`src/rtl/bridge_sleep_seq.sv`:
```
// Sleep/wake sequencer for the AHB-AHB and AHB-APB bridges: gates and drains the
// source AHB, walks the bridge sleep handshakes downstream-first, and unwinds them on wake.
module bridge_sleep_seq #(
  parameter int unsigned IDLE_CYC = 4,
  parameter int unsigned TIMEOUT  = 16
) (
  input  logic       i_clk,
  input  logic       i_rst,
  input  logic       i_sleep_req,
  input  logic [1:0] i_htrans,
  input  logic       i_hready,
  output logic       o_bus_gate,
  output logic       o_apb_sink_sleep_req,
  output logic       o_apb_src_sleep_req,
  input  logic       i_apb_sink_sleep_ack,
  input  logic       i_apb_src_sleep_ack,
  output logic       o_ahb_sink_sleep_req,
  output logic       o_ahb_src_sleep_req,
  input  logic       i_ahb_sink_sleep_ack,
  input  logic       i_ahb_src_sleep_ack,
  output logic       o_sleep_ack,
  output logic       o_timeout_err
);

  // state      | meaning
  // RUN        | bus open, no bridge requests
  // DRAIN      | bus gated, counting consecutive idle cycles
  // APB_SINK.. | entry steps: raise one request, wait for its ack high
  // SLEEP      | all bridges asleep, o_sleep_ack high
  // W_AHB_SRC..| wake steps: drop one request, wait for its ack low
  // ABORT      | step timed out: requests dropped, wait for all acks low
  typedef enum logic [3:0] {
    RUN, DRAIN,
    APB_SINK, APB_SRC, AHB_SINK, AHB_SRC,
    SLEEP,
    W_AHB_SRC, W_AHB_SINK, W_APB_SRC, W_APB_SINK,
    ABORT
  } state_t;

  localparam logic [7:0] IDLE_TC   = 8'(IDLE_CYC - 1);
  localparam logic [7:0] STEP_LOAD = 8'(TIMEOUT - 1);

  state_t     state, state_nxt, step_adv;
  logic [7:0] idle_cnt, idle_cnt_nxt;
  logic [7:0] step_tmr, step_tmr_nxt;
  logic       retry_blk, retry_blk_nxt;
  logic       is_step, ack_ok, bus_idle;
  logic       gate_nxt, apb_sink_nxt, apb_src_nxt, ahb_sink_nxt, ahb_src_nxt;
  logic       sleep_ack_nxt, timeout_nxt;

  // Only htrans[1] distinguishes active transfers from IDLE/BUSY.
  logic       unused_htrans0;
  assign unused_htrans0 = i_htrans[0];

  assign bus_idle = !i_htrans[1] && i_hready;

  always_comb begin
    state_nxt     = state;
    step_adv      = state;
    idle_cnt_nxt  = 8'd0;
    step_tmr_nxt  = step_tmr;
    retry_blk_nxt = retry_blk;
    is_step       = 1'b0;
    ack_ok        = 1'b0;

    case (state)
      RUN:        if (i_sleep_req && !retry_blk) state_nxt = DRAIN;
      DRAIN: begin
        if (!i_sleep_req) begin
          state_nxt = RUN;
        end else if (bus_idle) begin
          if (idle_cnt == IDLE_TC) state_nxt = APB_SINK;
          else idle_cnt_nxt = idle_cnt + 8'd1;
        end
      end
      APB_SINK:   begin is_step = 1'b1; ack_ok =  i_apb_sink_sleep_ack; step_adv = APB_SRC;    end
      APB_SRC:    begin is_step = 1'b1; ack_ok =  i_apb_src_sleep_ack;  step_adv = AHB_SINK;   end
      AHB_SINK:   begin is_step = 1'b1; ack_ok =  i_ahb_sink_sleep_ack; step_adv = AHB_SRC;    end
      AHB_SRC:    begin is_step = 1'b1; ack_ok =  i_ahb_src_sleep_ack;  step_adv = SLEEP;      end
      SLEEP:      if (!i_sleep_req) state_nxt = W_AHB_SRC;
      W_AHB_SRC:  begin is_step = 1'b1; ack_ok = !i_ahb_src_sleep_ack;  step_adv = W_AHB_SINK; end
      W_AHB_SINK: begin is_step = 1'b1; ack_ok = !i_ahb_sink_sleep_ack; step_adv = W_APB_SRC;  end
      W_APB_SRC:  begin is_step = 1'b1; ack_ok = !i_apb_src_sleep_ack;  step_adv = W_APB_SINK; end
      W_APB_SINK: begin is_step = 1'b1; ack_ok = !i_apb_sink_sleep_ack; step_adv = RUN;        end
      ABORT: begin
        if (!(i_apb_sink_sleep_ack || i_apb_src_sleep_ack ||
              i_ahb_sink_sleep_ack || i_ahb_src_sleep_ack))
          state_nxt = RUN;
      end
      default:    state_nxt = RUN;
    endcase

    // An ack that arrives on the terminal-count cycle still wins over the timeout.
    if (is_step) begin
      if (ack_ok) state_nxt = step_adv;
      else if (step_tmr == 8'd0) state_nxt = ABORT;
    end

    if (state_nxt != state) step_tmr_nxt = STEP_LOAD;
    else if (is_step) step_tmr_nxt = step_tmr - 8'd1;

    timeout_nxt = (state_nxt == ABORT) && (state != ABORT);
    if (timeout_nxt) retry_blk_nxt = 1'b1;
    else if (!i_sleep_req) retry_blk_nxt = 1'b0;

    gate_nxt      = (state_nxt != RUN);
    apb_sink_nxt  = state_nxt inside {APB_SINK, APB_SRC, AHB_SINK, AHB_SRC, SLEEP,
                                      W_AHB_SRC, W_AHB_SINK, W_APB_SRC};
    apb_src_nxt   = state_nxt inside {APB_SRC, AHB_SINK, AHB_SRC, SLEEP,
                                      W_AHB_SRC, W_AHB_SINK};
    ahb_sink_nxt  = state_nxt inside {AHB_SINK, AHB_SRC, SLEEP, W_AHB_SRC};
    ahb_src_nxt   = state_nxt inside {AHB_SRC, SLEEP};
    sleep_ack_nxt = (state_nxt == SLEEP);
  end

  always_ff @(posedge i_clk) begin
    if (i_rst) begin
      state                <= RUN;
      idle_cnt             <= 8'd0;
      step_tmr             <= STEP_LOAD;
      retry_blk            <= 1'b0;
      o_bus_gate           <= 1'b0;
      o_apb_sink_sleep_req <= 1'b0;
      o_apb_src_sleep_req  <= 1'b0;
      o_ahb_sink_sleep_req <= 1'b0;
      o_ahb_src_sleep_req  <= 1'b0;
      o_sleep_ack          <= 1'b0;
      o_timeout_err        <= 1'b0;
    end else begin
      state                <= state_nxt;
      idle_cnt             <= idle_cnt_nxt;
      step_tmr             <= step_tmr_nxt;
      retry_blk            <= retry_blk_nxt;
      o_bus_gate           <= gate_nxt;
      o_apb_sink_sleep_req <= apb_sink_nxt;
      o_apb_src_sleep_req  <= apb_src_nxt;
      o_ahb_sink_sleep_req <= ahb_sink_nxt;
      o_ahb_src_sleep_req  <= ahb_src_nxt;
      o_sleep_ack          <= sleep_ack_nxt;
      o_timeout_err        <= timeout_nxt;
    end
  end

endmodule

```
`config.mk`:
```
export PLATFORM = sky130hd
export DESIGN_NAME = bridge_sleep_seq
export DESIGN_NICKNAME = d
export VERILOG_FILES = /design/src/rtl/bridge_sleep_seq.sv
export SDC_FILE = /design/constraint.sdc
export NUM_CORES = 1
export LEC_CHECK = 0
export CAP_MARGIN = 20
export CORE_UTILIZATION = 50
export CTS_BUF_LIST = sky130_fd_sc_hd__clkbuf_8
export CTS_CLUSTER_SIZE = 40
export DETAILED_ROUTE_END_ITERATION = 12
export GPL_TIMING_DRIVEN = 0
export PLACE_DENSITY = 0.82
export SLEW_MARGIN = 20
export SYNTH_ARGS = -nofsm -noshare
export SYNTH_HDL_FRONTEND = slang
export SYNTH_SLANG_ARGS = --single-unit
```
`constraint.sdc`:
```
create_clock -name i_clk -period 3.66 [get_ports i_clk]
set_clock_uncertainty 0.1 [all_clocks]
set_input_delay 0.549 -clock i_clk [delete_from_list [all_inputs] [get_ports i_clk]]
set_output_delay 0.549 -clock i_clk [all_outputs]
set_load 0.01 [all_outputs]
```
# After elaboration in Yosys (flattened, before gate mapping)
# Index checks and enable logic that the tools add are counted.
dict set report totals {
  reg_bits 28
  latchBits 0
  mem_bits_rw 0
  mem_bits_ro 0
  inputBits 10
  out_inout_bits 7
  elab_cells 77
  memories 0
}
dict set report op_classes {
  addsub 2
  multipliers 0
  n_div 0
  order_cmp 0
  eq_ne 24
  shifts 0
  mux 15
  bitwise_logic 3
  reduce_logical 22
}
# op n
set ops {}
lappend ops {{4-bit 2-to-1 mux} 9}
lappend ops {{4-bit by 3-bit equality test with 1-bit output, second input constant} 8}
lappend ops {{4-bit one-hot mux with 8 select lines} 1}
lappend ops {{4-bit equality test, second input constant} 7}
lappend ops {{4-bit one-hot mux with 5 select lines} 1}
lappend ops {{4-bit by 2-bit equality test with 1-bit output, second input constant} 4}
lappend ops {{8-bit by 1-bit adder with 8-bit output, second input constant} 1}
lappend ops {{8-bit by 2-bit equality test with 1-bit output, second input constant} 1}
lappend ops {{8-bit logical NOT} 1}
lappend ops {{1-bit one-hot mux with 8 select lines} 1}
lappend ops {{4-bit nonzero test} 2}
lappend ops {{8-bit nonzero test} 1}
lappend ops {{8-bit OR reduction} 1}
lappend ops {{8-bit by 1-bit subtractor with 8-bit output, second input constant} 1}
lappend ops {{1-bit logical NOT} 6}
lappend ops {{6-bit nonzero test} 1}
lappend ops {{5-bit OR reduction} 1}
lappend ops {{4-bit by 1-bit equality test with 1-bit output, second input constant} 1}
lappend ops {{4-bit logical NOT} 1}
lappend ops {{4-bit inequality test} 1}
lappend ops {{4-bit inequality test, second input constant} 1}
lappend ops {{1-bit logical AND} 3}
lappend ops {{1-bit logical OR} 3}
lappend ops {{1-bit 2-to-1 mux} 3}
lappend ops {{other kinds (4)} 6}

# Logic depth before layout (Yosys ltp)
dict set report logic_depth {
  ltp_word 11
  mapped_depth 9
}

# Worst setup path before layout
# Ideal clock, no wire load.
dict set report synth_path {
  path_kind {register to register}
  startpoint {register idle_cnt[0]}
  endpoint {register o_ahb_src_sleep_req}
  arrival_ns 2.370
  setup_slack_ns 1.075
  path_stages_with_launch 9
  path_buffers 0
  period_less_slack_ns 2.585
  cell_sequence {dfxtp_1 -> ha_1 -> or4b_4 -> or2_0 -> o31a_1 -> and3_4 -> or2_2 -> nor2_1 -> and3b_1}
}
dict set report synth_between {
  elab_chain_len 10
}
# element line_no
set synth_rtl {}
lappend synth_rtl {{from (decl)} 44} ;# logic [7:0] idle_cnt, idle_cnt_nxt;
lappend synth_rtl {{from (signal assigned)} 131} ;# idle_cnt <= idle_cnt_nxt;
lappend synth_rtl {{8-bit by 2-bit equality test with 1-bit output *} 72} ;# if (idle_cnt == IDLE_TC) state_nxt = APB_SINK;
lappend synth_rtl {{4-bit 2-to-1 mux *} 72}
lappend synth_rtl {{4-bit 2-to-1 mux *} 71} ;# end else if (bus_idle) begin
lappend synth_rtl {{4-bit 2-to-1 mux *} 69} ;# if (!i_sleep_req) begin
lappend synth_rtl {{4-bit one-hot mux with 5 select lines *} 66} ;# case (state)
lappend synth_rtl {{4-bit 2-to-1 mux} 96} ;# else if (step_tmr == 8'd0) state_nxt = ABORT;
lappend synth_rtl {{4-bit 2-to-1 mux} 95} ;# if (ack_ok) state_nxt = step_adv;
lappend synth_rtl {{4-bit 2-to-1 mux *} 94} ;# if (is_step) begin
lappend synth_rtl {{4-bit by 3-bit equality test with 1-bit output} 112} ;# ahb_src_nxt = state_nxt inside {AHB_SRC, SLEEP};
lappend synth_rtl {{2-bit nonzero test *} 112}
lappend synth_rtl {{to (signal assigned)} 138} ;# o_ahb_src_sleep_req <= ahb_src_nxt;
lappend synth_rtl {{to (decl)} 18} ;# output logic o_ahb_src_sleep_req,
# Mark *: on every way between the ends. The rest lies on a longest branch, timed or not.
# A chain may end at the register's enable or synchronous reset.

# Final worst setup path
dict set report layout_path {
  startpoint {input port i_apb_src_sleep_ack}
  endpoint {register step_tmr[1]}
}
dict set report layout_between {
  elab_chain_len 10
}
# element line_no
set layout_rtl {}
lappend layout_rtl {{from (decl)} 16} ;# input logic i_apb_src_sleep_ack,
lappend layout_rtl {{1-bit logical OR (2 in series)} 86} ;# if (!(i_apb_sink_sleep_ack || i_apb_src_sleep_ack ||
lappend layout_rtl {{1-bit logical OR} 87} ;# i_ahb_sink_sleep_ack || i_ahb_src_sleep_ack))
lappend layout_rtl {{4-bit 2-to-1 mux} 86}
lappend layout_rtl {{4-bit one-hot mux with 5 select lines} 66}
lappend layout_rtl {{4-bit 2-to-1 mux} 96}
lappend layout_rtl {{4-bit 2-to-1 mux} 95}
lappend layout_rtl {{4-bit 2-to-1 mux *} 94}
lappend layout_rtl {{4-bit inequality test *} 99} ;# if (state_nxt != state) step_tmr_nxt = STEP_LOAD;
lappend layout_rtl {{2-bit OR reduction (no line) *} -}
lappend layout_rtl {{to (signal assigned)} 132} ;# step_tmr <= step_tmr_nxt;
lappend layout_rtl {{to (decl)} 45} ;# logic [7:0] step_tmr, step_tmr_nxt;
# Marks and branches as above.

==> flow_summary.json <==
{
  "layout_worst_path_cycle_share": 0.7768,
  "fillCellCount": 278,
  "drtIter0Drc": 31,
  "cp_slowest_cell": "nor4b_2",
  "status": "completed",
  "ir_worst_vdd_mv": 0.3558,
  "h-tree-depth": 1,
  "rsz0062_at_grt": "no",
  "cts-root-buf": "clkbuf_8",
  "die_w_um": 58.69,
  "setup_violations": 0,
  "clockBufferDepth": 2,
  "rows": 20,
  "drv_cap": 0,
  "grt-ovfl-total": 0,
  "pre_cts_ws_ns": 0.5273,
  "ff2ff_setup_slack_ns": 0.88,
  "r2r-start": "idle_cnt[0]",
  "cts_buffers": 3,
  "crit_required_ns": 3.70,
  "ant_nets": 0,
  "place.gp.congestion": 0.8556,
  "dpl.hpwl_um": 2282,
  "synth_cell_types": 53,
  "endpoint_kind": "flip-flop",
  "vias": 1325,
  "critPathKind": "in2reg",
  "yosys.area.top_type": "dfxtp_1",
  "synthesis.nets": 196,
  "slew_viol_final": 0,
  "drcViolationCount": 0,
  "p_per_area_mw_per_mm2": 315.2,
  "finalWirelength_um": 3006,
  "synth-seq-cells": 28,
  "r2r_end": "o_ahb_src_sleep_req",
  "cp.arrival_ns": 2.88,
  "initial_utilization": 0.5262,
  "clk_pin_slew_ns": 0.09,
  "regArea_um2": 560.5,
  "syn_area_per_cell_um2": 8.779,
  "fmax_ghz": 0.3517,
  "drt-pass1-iter-count": 4,
  "path_cells": "clkdlybuf4s50_1 -> mux2_2 -> or3_1 -> and4_1 -> buf_6 -> a221oi_4 -> nor3_2 -> nor4b_2 -> o211ai_1",
  "cts_tree": "yes",
  "cts_sinks": 28,
  "antennaDiodeCount": 0,
  "crit_path_start": "i_apb_src_sleep_ack",
  "synthesis.instances": 183,
  "worst_pin_slew_ns": 0.7845,
  "ys_seq_area_frac": 0.3489,
  "port_buffers": 15,
  "endpoint": "step_tmr[1]",
  "grtUsageTotal": 0.1926,
  "io_pins": 17,
  "cts_resized": 0,
  "cp_num_buf_inv": 2,
  "synthFlopType": "dfxtp_1",
  "async_reset_ff_frac": 0,
  "via_per_inst": 5.386,
  "synth_top_area_share": 0.3489,
  "core_mm2": 0.003053,
  "reg2reg_depth": 8,
  "area.growth.synth_to_final_pct": 17.21,
  "ys_warn_count": 0,
  "worstSetupStartpointType": "input port",
  "period_needed_ns": 2.843,
  "synth_edf_count": 0,
  "post_cts_buffers": 0,
  "synthTopCellsByCount": "28 x dfxtp_1, 21 x nor2_1, 15 x nand2_1",
  "hold_path_class": "reg2reg",
  "grt_first_pass_wirelength_um": 5161,
  "die_y_um": 58.69,
  "fin_tns_setup_ns": 0,
  "path_delay_family": "simple AND/OR/NAND/NOR gates",
  "wire_per_inst_um": 12.22,
  "cp_max_fo": 7,
  "holdBufCountCts": 0,
  "multiInputGateArea_um2": 967.2,
  "p_leak_uw": 0.0007337,
  "synth.area.top_cells": "dfxtp_1 35%, nor2_1 4.9%, xor2_1 4.9%, nand2_1 3.5%, o21ai_0 2.8%",
  "final-hold-violation-count": 0,
  "max_stage_delay_ns": 0.46,
  "grt_pass1_vias": 1235,
  "synth_most_common_cell": "dfxtp_1",
  "path_depth": 9,
  "whs_ns": 0.3789,
  "slew_headroom": 0.4738,
  "antenna_found_initial": 0,
  "final_nets": 216,
  "insertion_delay_ns": 0.27,
  "drive_above_1_share": 0.1337,
  "grt_max_degree": 17,
  "die_area_mm2": 0.003444,
  "syn_area_mm2": 0.001607,
  "setup_ws_ns": 0.8169
}
-- worst min path at each step --
stage / cells after the start / from / slack, ns / to
3_5_place_dp: 1 / idle_cnt[0] / 0.36 / idle_cnt[0]
3_3_place_gp: 1 / idle_cnt[0] / 0.36 / idle_cnt[0]
2_1_floorplan: 1 / idle_cnt[0] / 0.34 / idle_cnt[0]
4_1_cts: 1 / idle_cnt[0] / 0.38 / idle_cnt[0]
6_report: 1 / idle_cnt[0] / 0.38 / idle_cnt[0]
5_1_grt: 1 / idle_cnt[0] / 0.41 / idle_cnt[0]
-- power breakdown --
group	switching, µW	internal [µW]	total (µW)	leakage, µW
clock network	92.9	146	239	0.0000357
logic	22.6	23.2	45.8	0.000472
registers	2.08	306	308	0.000226
total	118	476	594	0.000734
-- logic make-up after synthesis --
logic type	after synthesis	share of synthesized area
multiplexers	4	0.02726
XOR/XNOR	14	0.07633
flip-flops	28	0.3489
buffers and inverters	13	0.04907
AND/OR/NAND/NOR	93	0.3458
AO/OA/AOI/OAI	28	0.1293
adder cells (fa/ha/maj)	3	0.02337
-- final cells by class --
class / count / area share
plain buffers: 8 / 0.03189
clock buffers: 3 / 0.02193
clock inverters: 1 / 0.01595
inverters: 5 / 0.009967
multi-input cells: 142 / 0.5136
flip-flops and latches: 28 / 0.2977
well taps: 44 / 0.02924
repair buffers: 15 / 0.07973
-- registers in the layout (all words and copies together) (netlist names) --
name	count
o_bus_gate	1
o_ahb_sink_sleep_req	1
o_sleep_ack	1
state	4
retry_blk	1
step_tmr	8
o_apb_src_sleep_req	1
o_timeout_err	1
o_ahb_src_sleep_req	1
o_apb_sink_sleep_req	1
idle_cnt	8
-- placed cells by master (no fill, tap or decap), types with 2 or more instances in the layout --
| master | instances |
|---|---|
| nand2b_1 | 4 |
| dfxtp_1 | 28 |
| nor4_1 | 2 |
| nor2_1 | 21 |
| nand2_1 | 15 |
| clkbuf_1 | 2 |
| clkdlybuf4s50_1 | 15 |
| or3_1 | 3 |
| clkbuf_8 | 3 |
| or4_1 | 2 |
| xor2_1 | 9 |
| nor2b_1 | 5 |
| or4b_4 | 2 |
| nor4bb_1 | 2 |
| inv_1 | 5 |
| and3_1 | 4 |
| and3b_1 | 4 |
| nor3_1 | 4 |
| a31oi_1 | 2 |
| buf_2 | 2 |
| buf_6 | 2 |
| ha_1 | 3 |
| o21ai_0 | 9 |
| and2_1 | 3 |
| nand4_1 | 2 |
| nand3_1 | 6 |
| o211ai_1 | 5 |
| xnor2_1 | 5 |
| mux2_2 | 3 |
| and2b_2 | 2 |
| o22ai_1 | 3 |
-- stage by stage --
| stage | util | instance area (µm²) | total power (µW) | cells |
|---|---|---|---|---|
| after floorplan | - | 1607 | 342.5 | 183 |
| after global placement | 0.5934 | 1812 | 360.8 | 242 |
| after detailed placement | 0.5934 | 1812 | 361.5 | 242 |
| after CTS | 0.6168 | 1883 | 600.5 | 246 |
| after global routing | 0.6168 | 1883 | 615.6 | 246 |
| final | 0.6168 | 1883 | 593.5 | 246 |
-- metal layers --
layer / GRT usage / routed length (µm) / vias to the layer above
met5: 0 / 0 / -
met3: 0.03956 / 122 / 4
met2: 0.3432 / 1408 / 29
li1: - / - / 682
met1: 0.2398 / 1444 / 610
met4: 0.04082 / 31 / 0
Power figures use the tool's default switching activity.
